==> config.mk <==
export PLATFORM = sky130hd
export DESIGN_NAME = cla_alu_pipe
export DESIGN_NICKNAME = d
export VERILOG_FILES = /design/src/rtl/cla_alu_pipe.sv
export SDC_FILE = /design/constraint.sdc
export NUM_CORES = 1
export LEC_CHECK = 0
export CAP_MARGIN = 0
export CORE_MARGIN = 5
export CORE_UTILIZATION = 55
export CTS_CLUSTER_DIAMETER = 50
export DETAILED_ROUTE_END_ITERATION = 6
export GPL_TIMING_DRIVEN = 0
export PLACE_DENSITY = 0.82
export SLEW_MARGIN = 10
export SYNTH_ARGS = -nofsm -noshare
export SYNTH_HDL_FRONTEND = slang
export SYNTH_SLANG_ARGS = --single-unit
==> constraint.sdc <==
create_clock -name clk -period 8.7 [get_ports clk]
set_input_delay 0.87 -clock clk [delete_from_list [all_inputs] [get_ports clk]]
set_output_delay 0.87 -clock clk [all_outputs]
set_load 0.005 [all_outputs]
==> src/rtl/cla_alu_pipe.sv <==
// Two-stage pipelined ALU (bit slices + two-level carry lookahead); result valid one edge after operand accept.
// Backpressure: out_ready low holds stage 2, then stage 1; in_ready is combinational from out_ready.
module cla_alu_pipe #(
    parameter int WIDTH = 32
) (
    input  logic             clk,
    input  logic             reset,
    input  logic             in_valid,
    output logic             in_ready,
    input  logic [WIDTH-1:0] in_a,
    input  logic [WIDTH-1:0] in_b,
    input  logic [2:0]       in_op,
    output logic             out_valid,
    input  logic             out_ready,
    output logic [WIDTH-1:0] out_result,
    output logic             out_cout,
    output logic             out_ovf,
    output logic             out_zero
);

    localparam int NGRP = WIDTH / 4;

    logic             s1_valid_q, s1_valid_d;
    logic [WIDTH-1:0] s1_a_q, s1_a_d, s1_b_q, s1_b_d;
    logic [2:0]       s1_op_q, s1_op_d;
    logic             s2_valid_q, s2_valid_d;
    logic [WIDTH-1:0] res_q, res_d;
    logic             cout_q, cout_d, ovf_q, ovf_d, zero_q, zero_d;

    logic             s1_take, s2_take;
    logic [WIDTH-1:0] b_eff, g, p, sum, alu_res;
    logic [NGRP-1:0]  grp_g, grp_p;
    logic [NGRP:0]    grp_c;
    logic [WIDTH:0]   c;
    logic             ovf, slt;

    always_comb begin
        s2_take  = !s2_valid_q || out_ready;
        s1_take  = !s1_valid_q || s2_take;
        in_ready = s1_take;
    end

    // Per-bit generate/propagate, then group G/P feeding the second lookahead level.
    always_comb begin
        logic acc, pp;
        b_eff = s1_b_q ^ {WIDTH{s1_op_q[2]}};
        g     = s1_a_q & b_eff;
        p     = s1_a_q ^ b_eff;
        acc   = 1'b0;
        pp    = 1'b0;
        for (int k = 0; k < NGRP; k++) begin
            grp_g[k] = g[4*k+3] | (p[4*k+3] & g[4*k+2]) | (p[4*k+3] & p[4*k+2] & g[4*k+1])
                     | (p[4*k+3] & p[4*k+2] & p[4*k+1] & g[4*k]);
            grp_p[k] = &p[4*k +: 4];
        end
        grp_c[0] = s1_op_q[2];
        for (int k = 0; k < NGRP; k++) begin
            acc = grp_g[k];
            pp  = grp_p[k];
            for (int j = k - 1; j >= 0; j--) begin
                acc = acc | (pp & grp_g[j]);
                pp  = pp & grp_p[j];
            end
            grp_c[k+1] = acc | (pp & grp_c[0]);
        end
        // In-group carries are looked ahead from the incoming group carry.
        for (int k = 0; k < NGRP; k++) begin
            c[4*k] = grp_c[k];
            for (int i = 1; i < 4; i++) begin
                acc = g[4*k+i-1];
                pp  = p[4*k+i-1];
                for (int j = i - 2; j >= 0; j--) begin
                    acc = acc | (pp & g[4*k+j]);
                    pp  = pp & p[4*k+j];
                end
                c[4*k+i] = acc | (pp & grp_c[k]);
            end
        end
        c[WIDTH] = grp_c[NGRP];
    end

    always_comb begin
        sum = p ^ c[WIDTH-1:0];
        ovf = c[WIDTH-1] ^ c[WIDTH];
        slt = sum[WIDTH-1] ^ ovf;
        case (s1_op_q[1:0])
            2'b00:   alu_res = s1_a_q & b_eff;
            2'b01:   alu_res = s1_a_q | b_eff;
            2'b10:   alu_res = sum;
            default: alu_res = {{(WIDTH-1){1'b0}}, slt};
        endcase
    end

    always_comb begin
        s1_valid_d = s1_valid_q;
        s1_a_d     = s1_a_q;
        s1_b_d     = s1_b_q;
        s1_op_d    = s1_op_q;
        if (s1_take) begin
            s1_valid_d = in_valid;
            if (in_valid) begin
                s1_a_d  = in_a;
                s1_b_d  = in_b;
                s1_op_d = in_op;
            end
        end
        s2_valid_d = s2_valid_q;
        res_d      = res_q;
        cout_d     = cout_q;
        ovf_d      = ovf_q;
        zero_d     = zero_q;
        if (s2_take) begin
            s2_valid_d = s1_valid_q;
            if (s1_valid_q) begin
                res_d  = alu_res;
                cout_d = c[WIDTH];
                ovf_d  = ovf;
                zero_d = (alu_res == '0);
            end
        end
    end

    always_ff @(posedge clk or posedge reset) begin
        if (reset) begin
            s1_valid_q <= 1'b0;
            s1_a_q     <= '0;
            s1_b_q     <= '0;
            s1_op_q    <= '0;
            s2_valid_q <= 1'b0;
            res_q      <= '0;
            cout_q     <= 1'b0;
            ovf_q      <= 1'b0;
            zero_q     <= 1'b1;
        end else begin
            s1_valid_q <= s1_valid_d;
            s1_a_q     <= s1_a_d;
            s1_b_q     <= s1_b_d;
            s1_op_q    <= s1_op_d;
            s2_valid_q <= s2_valid_d;
            res_q      <= res_d;
            cout_q     <= cout_d;
            ovf_q      <= ovf_d;
            zero_q     <= zero_d;
        end
    end

    assign out_valid  = s2_valid_q;
    assign out_result = res_q;
    assign out_cout   = cout_q;
    assign out_ovf    = ovf_q;
    assign out_zero   = zero_q;

endmodule

==> results_dict.tcl, run 1 <==
set metrics [dict create \
    cts_buffers 9 \
    place_area_um2 8150 \
    worstSetupPathType "reg -> reg" \
    antenna_left 0 \
    top_usage_layer "met2" \
    end_kind "flop" \
    die_w_um 121.5 \
    layout_min_cycle_time_ns 6.292 \
    fin_area_um2 8418 \
    clock_sinks 104 \
    clk_latency_ns 0.36 \
    hold_viol 0 \
    crit_fanout 10 \
    synth-edff-count 0 \
    r2r_end "out_zero" \
    coreArea_um2 12110 \
    drc 0 \
    htree_levels 3 \
    synthSimpleGateAreaFrac_pct 9.349 \
    clkTransAtPathRegs_ns 0.07 \
    max_slew_margin_pct 42.17 \
    gr-usage-met1_pct 35.73 \
    drt_iter0_drc 457 \
    cts_tree "done" \
    fin_worst_skew_ns 0.007789 \
    io_buffers 107 \
    final_cells 974 \
    totalWireLength_um 18630 \
    yosys.area_share.adder_pct 13.76 \
    grt_pass1_wl_um 30060 \
    die_area_um2 14760 \
    crit_required_ns 9.00 \
    clock.fmax_mhz 158.9 \
    start_util_pct 56.47 \
    cts_resized 0 \
    n_antenna_cell 0 \
    syn_to_final_growth_pct 23.09 \
    clock-root-buffer "clkbuf_16" \
    setup_violations 0 \
    gp_congestion 0.9201 \
    grtUsageTotal_pct 26.21 \
    synth.distinct_cells 57 \
    syn_area_um2 6839 \
    io_pins 108 \
    use_met2_pct 42.52 \
    status "completed" \
    post-route-period-util_pct 72.32 \
    timing.final.max_slew_violations 0 \
    crit_path_end "out_zero" \
    antenna_found_initial 0 \
    grt.overflow.total 0 \
    syn_area_per_cell_um2 10.03 \
    hpwl_um 14710 \
    wl_per_cell_um 19.13 \
    ys.flop_type "dfrtp_1" \
    start_kind "flop" \
    holdBufCountCts 0 \
    vias 5474 \
    final_common_cell "clkdlybuf4s50_1" \
    firstDrtPassIters 4 \
    tightest_slew_ns 0.8675 \
    die_y_um 121.5 \
    most-common-layout-cells "clkdlybuf4s50_1, dfrtp_1, mux2_2, inv_1, ha_1" \
    hold_class "reg -> reg" \
    grt_start_max_net_pins 55 \
    vdd_drop_max_mv 0.1219 \
    cp.arrival_ns 6.59 \
    nNetsFinal 943 \
    powerDensity_nw_per_um2 256.4 \
    drive_gt1_share_pct 13.15 \
    yosysWarnings 0 \
    rows 40 \
    tns_ns 0 \
    met3_usage_pct 4.149 \
    vias_per_cell 5.620 \
    synth-compound-area-share_pct 13.45 \
    synth.yosys.seq_area_share_pct 38.07 \
    syn_nets 824 \
    post-cts-setup-buffer-count 0 \
    clock_path_buffers 2 \
    synthXorXnorAreaFrac_pct 6.787 \
    grt_pass1_vias 5731 \
    cap_violations 0 \
    async_flop_share_pct 100.0 \
    rsz0062_at_grt "no" \
    reg2reg_slack_ns 2.41 \
    muxShareOfSynthArea_pct 13.04 \
    startpoint "s1_op_q[2]" \
    r2r_start "s1_op_q[2]" \
    ys_ff_latch 104 \
    r2r_cells 25 \
    place_inst 958 \
    synth_top_family_by_area "adder cells" \
    fillers 964 \
    syn_inst 682 \
    power_leakage_nw 3.793 \
]
## final cells by class
| type | count | area [um^2] | share of cell area (%) |
|---|---|---|---|
| timing repair buffer | 108 | 1099 | 13.05 |
| clock inverter | 3 | 17.52 | 0.2081 |
| sequential | 104 | 2604 | 30.93 |
| multi-input combinational | 478 | 3856 | 45.81 |
| buffer | 29 | 112.6 | 1.338 |
| tap | 168 | 210.2 | 2.497 |
| clock buffer | 13 | 250.2 | 2.973 |
| inverter | 71 | 269.0 | 3.196 |
## report_power, final
| group | internal, mW | switching, mW | total [mW] |
|---|---|---|---|
| logic | 0.514 | 0.598 | 1.11 |
| registers | 0.595 | 0.0733 | 0.668 |
| clock network | 0.201 | 0.177 | 0.378 |
| total | 1.31 | 0.848 | 2.16 |
## worst min-delay path by stage
stage,from,endpoint,slack (ns),depth (start not counted)
floorplan,out_result[10],out_result[10],0.47,2
global placement,out_result[17],out_result[17],0.46,2
detailed placement,out_result[10],out_result[10],0.47,2
CTS,out_result[10],out_result[10],0.48,2
global route,out_result[6],out_result[6],0.51,2
finish,out_result[1],out_result[1],0.48,2
## state kept, by name, indices dropped and copies added, names as in the netlist
register,flops
out_cout,1
s1_valid_q,1
s1_op_q,3
out_zero,1
s1_a_q,32
out_result,32
out_ovf,1
s1_b_q,32
out_valid,1
## metal layers
layer  wire [um]  vias up  part of all wire (%)
met4         486        0                   2.6
li1            -     2587                     -
met5           0        -                     0
met2        8470      193                    45
met3        1159       30                   6.2
met1        8516     2664                    46
## cells in the mapped netlist (3+ instances only)
cell type,number,area (um^2)
a211oi_1,11,82.58
buf_1,3,11.26
o22ai_1,5,31.28
o21ai_0,36,180.2
a31oi_1,4,25.02
buf_2,3,15.01
o22a_1,5,43.79
fa_1,7,140.1
o21ai_1,8,40.04
a221oi_2,3,45.04
xnor2_1,14,122.6
nand3_1,3,15.01
mux2i_1,7,70.07
a221o_1,3,30.03
o21a_1,3,22.52
mux2_2,73,822.0
nand2_1,58,217.7
nor2_1,33,123.9
nand2b_1,9,56.30
a21oi_1,30,150.1
inv_1,71,266.5
xor2_1,39,341.6
o2bb2ai_1,5,43.79
ha_1,64,800.8
nand4_1,10,62.56
nor3_1,6,30.03
nor2b_1,4,25.02
clkbuf_1,23,86.33
dfrtp_1,103,2577
nand3b_1,3,22.52
a221oi_1,4,35.03
## worst max-delay path, stage by stage, from the launching register on
cell      delay [ns]
dfrtp_1         0.31
buf_2           0.24
buf_1           0.69
xor2_1          0.27
inv_1           0.08
ha_1            0.35
nand4_1         0.16
nor3_1          0.39
o21ai_4         0.16
a211oi_2        0.41
nor3b_2         0.12
o21bai_1        0.33
a221oi_2        0.12
inv_1           0.07
a21oi_1         0.09
fa_1            0.53
nand2_1         0.05
o21ai_0         0.10
o22ai_1         0.13
or3_1           0.42
nor3_1          0.15
nand4_1         0.13
nor4_1          0.32
nand4_1         0.18
nor4_2          0.20
a32o_2          0.20
## through the flow
step / util (%) / total power [mW] / setup WS [ns] / hold WS (ns)
final: 69.50 / 2.159 / 2.408 / 0.4770
after global routing: 69.50 / 2.304 / 2.032 / 0.5108
after CTS: 69.50 / 2.155 / 2.433 / 0.4829
after detailed placement: 67.29 / 1.772 / 2.454 / 0.4679
after global placement: 67.05 / 1.727 / 2.572 / 0.4626
after floorplan: - / 1.370 / 3.607 / 0.4698
## cells by family (layout without fill, tap and decap cells)
| kind of cell | Yosys count | count (layout) |
|---|---|---|
| adder cells (fa/ha/maj) | 71 | 71 |
| flip-flops | 104 | 104 |
| XOR/XNOR | 53 | 53 |
| buffers and inverters | 100 | 224 |
| multiplexers | 80 | 80 |
| AND/OR/NAND/NOR | 137 | 137 |
| AO/OA/AOI/OAI | 137 | 137 |
No activity file was read; power rests on OpenSTA's default activity.
==> inputs of run 2 (changes only) <==
==> constraint.sdc (replaced) <==
create_clock -name clk -period 6.3 [get_ports clk]
set_input_delay 0.63 -clock clk [delete_from_list [all_inputs] [get_ports clk]]
set_output_delay 0.63 -clock clk [all_outputs]
set_load 0.005 [all_outputs]
==> run 2 against run 1 <==
Compared with the run above: wire length up 0.69%; register-to-register slack worse by 2.0 ns; maximum frequency is 7.0% higher.
==> results_dict.tcl, run 2 (synthesized netlist as in run 1, its figures left out) <==
set metrics [dict create \
    cts_tree "done" \
    vias 5548 \
    start_kind "flop" \
    hold_class "reg -> reg" \
    drt_iter0_drc 365 \
    hold_viol 0 \
    wl_met2_um 8514 \
    crit_buf_inv 4 \
    tns_ns 0 \
    cts_buffers 9 \
    coreArea_um2 12110 \
    wl_met1_um 8507 \
    cap_violations 0 \
    routed.top_layer "met4" \
    crit_fanout 10 \
    die_area_um2 14760 \
    vias_per_cell 5.696 \
    gp_congestion 0.9201 \
    layout_min_cycle_time_ns 5.881 \
    multi_input_area_um2 3870 \
    rows 40 \
    die_y_um 121.5 \
    die_w_um 121.5 \
    vdd_drop_max_mv 0.1757 \
    fin_worst_skew_ns 0.008299 \
    clkTransAtPathRegs_ns 0.07 \
    powerDensity_nw_per_um2 354.9 \
    grt_pass1_vias 5731 \
    max_slew_margin_pct 43.98 \
    fin_util_pct 69.65 \
    totalWireLength_um 18760 \
    drc 0 \
    crit_required_ns 6.60 \
    status "completed" \
    clock-root-buffer "clkbuf_16" \
    clock.fmax_mhz 170.0 \
    post-cts-setup-buffer-count 0 \
    grt_pass1_wl_um 30060 \
    place_inst 958 \
    wl_met3_um 1234 \
    holdBufCountCts 0 \
    io_buffers 107 \
    setup_violations 0 \
    startpoint "s1_op_q[2]" \
    clock_sinks 104 \
    worstSetupPathType "reg -> reg" \
    grtUsageTotal_pct 26.21 \
    tightest_slew_ns 0.8403 \
    io_pins 108 \
    post-route-period-util_pct 93.34 \
    min_from "out_result[1]" \
    antenna_found_initial 0 \
    nNetsFinal 943 \
    cp_slowest_stage_delay_ns 0.53 \
    end_kind "flop" \
    antenna_left 0 \
    cp.arrival_ns 6.18 \
    fillers 961 \
    timing.final.max_slew_violations 0 \
    r2r_start "s1_op_q[2]" \
    grt.overflow.total 0 \
    n_antenna_cell 0 \
    hpwl_um 14710 \
    clock_path_buffers 2 \
    seqCellArea_um2 2604 \
    critPathSlowestCell "fa_1" \
    final_cells 974 \
    clk_latency_ns 0.36 \
    final_common_cell "clkdlybuf4s50_1" \
    drive_gt1_share_pct 13.90 \
    crit_family "compound AO/OA/AOI/OAI gates" \
    wl_per_cell_um 19.26 \
    rsz0062_at_grt "no" \
    syn_to_final_growth_pct 23.34 \
    power_leakage_nw 3.805 \
    firstDrtPassIters 5 \
    grt_start_max_net_pins 55 \
    most-common-layout-cells "clkdlybuf4s50_1, dfrtp_1, mux2_2, inv_1, ha_1" \
    htree_levels 3 \
    start_util_pct 56.47 \
]
run 2: worst register-to-register path: cells and delay by family, from the launching register on:
kind	cells	cell delay (ns)
AOI/OAI and AO/OA	9	1.93
xor gates and xnor gates	1	0.24
adders and majority gates	2	0.86
buffers and inverters	4	0.78
DFF	1	0.31
and+or+nand+nor	9	1.70
run 2: per-stage QoR:
| step | hold WS (ns) | power (mW) | instance area [um^2] | worst slack [ns] |
|---|---|---|---|---|
| 5_1_grt | 0.5108 | 3.189 | 8436 | 0.01687 |
| 2_1_floorplan | 0.4698 | 1.893 | 6839 | 1.207 |
| 3_3_place_gp | 0.4626 | 2.384 | 8120 | 0.1722 |
| 3_5_place_dp | 0.4679 | 2.446 | 8150 | 0.05373 |
| 6_report | 0.4791 | 2.993 | 8436 | 0.4193 |
| 4_1_cts | 0.4829 | 2.976 | 8418 | 0.03277 |
run 2: repair_timing:
action                                  CTS  global route
endpoints found under the hold margin     0             0
gates resized for setup                   0             9
endpoints found under the setup margin    0             1
run 2: report_power, final:
part | internal, mW | leakage (nW) | switching (mW)
registers | 0.822 | 1.24 | 0.101
clock network | 0.278 | 0.130 | 0.247
logic | 0.713 | 2.43 | 0.832
run 2: path summary, 6_finish.rpt:
kind / endpoint / slack (ns) / depth (start not counted)
setup / recovery: out_zero / 0.42 / 25
hold / removal: out_result[1] / 0.48 / 2
setup reg to reg: out_zero / 0.42 / 25
hold reg to reg: out_result[1] / 0.48 / 2
max in group asynchronous: out_zero / 4.85 / 3
min in group asynchronous: s1_a_q[10] / 0.71 / 2
run 2: layer usage:
metal	GRT usage [%]	up-vias
li1	-	2586
met1	35.73	2704
met2	42.52	224
met3	4.149	34
met4	9.384	0
met5	0	-
run 2: final cells by class:
| class | instances | area share [%] |
|---|---|---|
| inverter | 71 | 3.189 |
| sequential | 104 | 30.87 |
| tap | 168 | 2.492 |
| timing repair buffer | 108 | 13.02 |
| clock inverter | 3 | 0.2077 |
| multi-input combinational | 478 | 45.88 |
| clock buffer | 13 | 2.966 |
| buffer | 29 | 1.379 |
